--- src/rtl/acc_pkg.sv ---
// acc_pkg: shared accumulator word width and reader FSM state type.
package acc_pkg;
  localparam int WORD_LENGTH = 8;
  typedef enum logic [1:0] {IDLE, READ, WAIT, PRESENT} acc_rd_state_t;
endpackage

--- src/rtl/acc_settle_timer.sv ---
// acc_settle_timer: loadable down-counter that stops at zero and flags it.
module acc_settle_timer #(
  parameter int Settle_Cycles = 1
) (
  input  logic                                   clk,
  input  logic                                   n_rst,
  input  logic                                   load,
  input  logic [$clog2(Settle_Cycles+1)-1:0]     value,
  output logic                                   zero
);
  logic [$clog2(Settle_Cycles+1)-1:0] count;
  always_ff @(posedge clk or negedge n_rst)
    if (!n_rst) count <= '0;
    else if (load) count <= value;
    else if (count != '0) count <= count - 1'b1;
  assign zero = count == '0;
endmodule

--- src/rtl/acc_delta_reader.sv ---
// acc_delta_reader: strobes the accumulator read, samples the sum and presents the modular increment.
// Define ACC_DELTA_ZSUP_EN to drop zero deltas without presenting them.
module acc_delta_reader
  import acc_pkg::*;
#(
  parameter int Word_Length   = WORD_LENGTH,
  parameter int Settle_Cycles = 1
) (
  input  logic                   clk,
  input  logic                   n_rst,
  input  logic                   start,
  input  logic [Word_Length-1:0] sum_in,
  output logic                   read,
  output logic [Word_Length-1:0] delta_out,
  output logic                   delta_valid,
  input  logic                   delta_ready,
  output logic                   busy
);
  localparam int CW = $clog2(Settle_Cycles+1);
  localparam logic [CW-1:0] LOAD_VALUE = CW'(Settle_Cycles-1);
  acc_rd_state_t state;
  logic [Word_Length-1:0] prev, diff;
  logic settled;
  assign diff = sum_in - prev;
  assign busy = state != IDLE;
  acc_settle_timer #(.Settle_Cycles(Settle_Cycles)) u_timer (
    .clk(clk), .n_rst(n_rst), .load(state == READ), .value(LOAD_VALUE), .zero(settled)
  );
  always_ff @(posedge clk or negedge n_rst)
    if (!n_rst) begin
      state       <= IDLE;
      prev        <= '0;
      delta_out   <= '0;
      delta_valid <= 1'b0;
      read        <= 1'b0;
    end else begin
      read <= 1'b0;
      case (state)
        IDLE: if (start) begin
          state <= READ;
          read  <= 1'b1;
        end
        READ: state <= WAIT;
        WAIT: if (settled) begin
          delta_out <= diff;
          prev      <= sum_in;
`ifdef ACC_DELTA_ZSUP_EN
          state       <= (diff == '0) ? IDLE : PRESENT;
          delta_valid <= diff != '0;
`else
          state       <= PRESENT;
          delta_valid <= 1'b1;
`endif
        end
        PRESENT: if (delta_ready) begin
          state       <= IDLE;
          delta_valid <= 1'b0;
        end
        default: state <= IDLE;
      endcase
    end
endmodule

--- config.mk ---
export PLATFORM = sky130hd
export DESIGN_NAME = acc_delta_reader
export DESIGN_NICKNAME = d
export VERILOG_FILES = /design/src/rtl/acc_pkg.sv /design/src/rtl/acc_settle_timer.sv /design/src/rtl/acc_delta_reader.sv
export SDC_FILE = /design/constraint.sdc
export NUM_CORES = 1
export LEC_CHECK = 0
export ABC_AREA = 0
export BUFFER_PORTS_ARGS = -buffer_cell sky130_fd_sc_hd__buf_2
export CAP_MARGIN = 20
export CORE_MARGIN = 3
export CORE_UTILIZATION = 48
export DETAILED_ROUTE_END_ITERATION = 10
export PLACE_DENSITY = 0.86
export SLEW_MARGIN = 20
export SYNTH_ARGS = -nofsm -noshare
export SYNTH_HDL_FRONTEND = slang
export SYNTH_SLANG_ARGS = --single-unit
--- constraint.sdc ---
create_clock -name clk -period 1.5 [get_ports clk]
set_clock_uncertainty 0.05 [all_clocks]
set_input_delay 0.225 -clock clk [delete_from_list [all_inputs] [get_ports clk]]
set_output_delay 0.225 -clock clk [all_outputs]
set_load 0.1 [all_outputs]
==> flow_metrics.py <==
metrics = {
    "worst_setup_path": {
        "largest_driver_fanout_on_the_critical_path": 2,
        "crit_type": "reg2reg",
        "critical_path.startpoint_type": "flip-flop",
        "cp-end-kind": "flip-flop",
        "buffers_inverters_on_critical_path": 2,
        "crit_arrival_ps": 1840,
        "cp_slowest_stage_delay_ps": 390,
        "timing.critical_path.required_ps": 1650,
        "worst_path_dominant_cell_family": "adder cells",
        "cp_slowest_cell": "sky130_fd_sc_hd__dfrtp_1",
        "cp_cell_sequence": "ha_2 > inv_2 > fa_2 > buf_4 > a21o_1 > a211oi_2 > o2bb2ai_1",
    },
    "timing": {
        "period_needed_ps": 1680,
        "timing.max_slew.rel_slack_pct": 67.8,
        "slew_viol_final": 0,
        "rsz0062_at_grt": "true",
        "final-setup-viol-count": 9,
        "fin_tns_setup_ps": -887,
        "fin_crit_sh_pct": 112,
        "finalHoldViolCount": 0,
        "pnr_worst_setup_slack_ps": -184,
        "timing_worst_slew_pin_value_ps": 486,
        "max_freq_mhz": 594,
    },
    "status": {
        "run_status": "finished, violations left",
        "failed_checks": "negative setup slack",
    },
    "global_route": {
        "first_pass_grt_wire_length_mm": 4.81,
        "grt_remaining_overflow": 0,
        "gr-usage-all-layers_pct": 19.4,
        "grt_start_max_net_pins": 27,
        "antenna_found_initial": 0,
        "grt_pass1_vias": 1112,
    },
    "route": {
        "wirelength_met1_mm": 1.10,
        "sum_of_met2_wire_segment_lengths_after_detailed_routing_mm": 1.57,
        "dr_total_vias": 1057,
        "drt_first_pass_iters": 4,
        "drt.antenna.violating_nets": 0,
        "met3_length_um": 126,
        "drc_errors": 0,
        "violation_count_after_the_first_detailed_route_iteration": 22,
        "drt-total-wl_mm": 2.86,
        "topRoutingLayerUsed": "met4",
        "vias_per_cell": 5.53,
        "routedWlPerCell_um": 15.0,
    },
    "final_layout": {
        "drive_gt1_share_pct": 46.6,
        "utilization_pct": 73.4,
        "finish.instance_area_um2": 1650,
        "insertedDiodeCount": 0,
        "final-seq-area_um2": 500,
        "multiInputGateArea_um2": 702,
        "finalNetCount": 188,
        "layout.cells.most_common_list": "21 x sky130_fd_sc_hd__buf_2, 20 x sky130_fd_sc_hd__dfrtp_1, 19 x sky130_fd_sc_hd__buf_4",
        "synthToLayoutAreaGrowth_pct": 41.4,
        "commonest_non_fill_non_tap_cell_in_the_layout": "sky130_fd_sc_hd__buf_2",
        "nFillCells": 179,
    },
    "yosys": {
        "synth_cells": 119,
        "async_flop_share_pct": 100,
        "synth.yosys.seq_area_share_pct": 42.8,
        "postSynthAreaPerCell_um2": 9.83,
        "netlist_area_before_placement_um2": 1170,
        "postSynthRegisterBits": 20,
        "ys.warnings.count": 0,
        "synth_edf_count": 0,
        "synthDistinctLibCells": 36,
        "ys_dominant_reg_cell": "sky130_fd_sc_hd__dfrtp_1",
        "synth_nets": 143,
    },
    "die": {
        "design.die.area_um2": 3070,
        "start_util_pct": 51.9,
        "std_cell_rows": 17,
        "chipHeight_um": 55.4,
        "die_x_um": 55.4,
        "total_core_area_um2": 2250,
        "num_io_pins": 23,
    },
    "cts": {
        "ctsLongestPathBuffers": 2,
        "cts.htree.levels": 1,
        "insertion_delay_ps": 310,
        "clock_edge_transition_at_the_registers_on_the_reported_setup_and_hold_paths_ps": 120,
        "cts_tree": "done",
        "clock_sinks": 20,
        "number_of_clock_buffers_inserted_by_tritoncts": 3,
        "cts.root.buffer_cell": "sky130_fd_sc_hd__clkbuf_4",
    },
    "worst_hold_path": {
        "min-delay-path-class": "in2reg",
    },
    "flow_run": {
        "maxCapViolations": 0,
    },
    "placement": {
        "detailedPlacementHpwl_mm": 2.02,
        "postPlaceCellArea_um2": 1490,
        "place.gp.congestion": 0.789,
        "io_buffers": 22,
    },
}
-- final timing paths --
path                               from           end  slack, ps  cells past startpoint
min in group asynchronous         n_rst  delta_out[1]        330                      2
max reg2reg                     prev[0]  delta_out[4]       -180                      7
min reg2reg                delta_out[7]  delta_out[7]        450                      2
min                         delta_ready   delta_valid         80                      2
max in group asynchronous         n_rst      state[1]        750                      2
max                             prev[0]  delta_out[4]       -180                      7
-- routing by layer --
metal	vias to the layer above	GRT usage, %
li1	513	-
met1	511	21.8
met2	27	35.6
met3	6	3.74
met4	0	7.64
met5	-	0
-- Yosys cell counts, types with 2 or more instances --
library cell                instances  share of area (%)
sky130_fd_sc_hd__clkbuf_1           2               0.64
sky130_fd_sc_hd__inv_1             13                4.2
sky130_fd_sc_hd__nand2_1           12                3.8
sky130_fd_sc_hd__o21ai_0            9                3.8
sky130_fd_sc_hd__o2111ai_1          2                1.5
sky130_fd_sc_hd__o22ai_1            2                1.1
sky130_fd_sc_hd__or3_1              2                1.1
sky130_fd_sc_hd__a211oi_1           5                3.2
sky130_fd_sc_hd__o21bai_1           2                1.3
sky130_fd_sc_hd__dfrtp_1           20                 43
sky130_fd_sc_hd__nand4_1            2                1.1
sky130_fd_sc_hd__nor4_1             2                1.1
sky130_fd_sc_hd__a21oi_1            4                1.7
sky130_fd_sc_hd__nor2_1             4                1.3
sky130_fd_sc_hd__a31oi_1            2                1.1
sky130_fd_sc_hd__inv_2              2               0.64
sky130_fd_sc_hd__ha_1              11                 12
sky130_fd_sc_hd__mux2_2             4                3.8
sky130_fd_sc_hd__buf_6              2                1.9
-- through the flow --
step | hold WS, ps | instances | worst slack (ps)
floorplan | -121 | 119 | -371
global placement | 140 | 182 | -116
detailed placement | 152 | 182 | -187
CTS | 67.5 | 189 | -166
global route | 79.3 | 191 | -290
finish | 82.4 | 191 | -184
-- cell families after synthesis --
| family | after synthesis | synth area share, % |
|---|---|---|
| buffers and inverters | 19 | 7.38 |
| adder cells (fa/ha/maj) | 12 | 13.5 |
| AND/OR/NAND/NOR | 31 | 14.2 |
| XOR/XNOR | 2 | 1.50 |
| flip-flops | 20 | 42.8 |
| multiplexers | 4 | 3.85 |
| AO/OA/AOI/OAI | 31 | 16.8 |
-- layout make-up --
| class | instances | share of cell area [%] |
|---|---|---|
| sequential | 20 | 30.3 |
| clock inverter | 1 | 1.82 |
| clock buffer | 3 | 1.36 |
| tap | 28 | 2.12 |
| multi-input combinational | 80 | 42.4 |
| timing repair buffer | 44 | 18.4 |
| inverter | 15 | 3.63 |
-- timing repair --
item	4_1_cts	5_1_grt
setup endpoints to repair	7	11
gates cloned	0	0
hold buffers	1	0
pin swaps	2	5
setup buffers	2	2
gates resized for setup	9	10
hold endpoints to repair	20	0
-- sequential cells by signal (all words and copies together) (netlist names) --
signal	count
prev	8
delta_out	8
read	1
state	2
delta_valid	1
-- worst register-to-register path, delay by kind of cell (launching register included) --
kind	cells	cell delay, ps
AOI/OAI and AO/OA	3	410
DFF	1	390
adders and majority gates	2	540
buffers and inverters	2	180
Power is left out: the tool's default activity adds up to more than one toggle a clock period on the data nets, which glitch-free logic cannot reach.
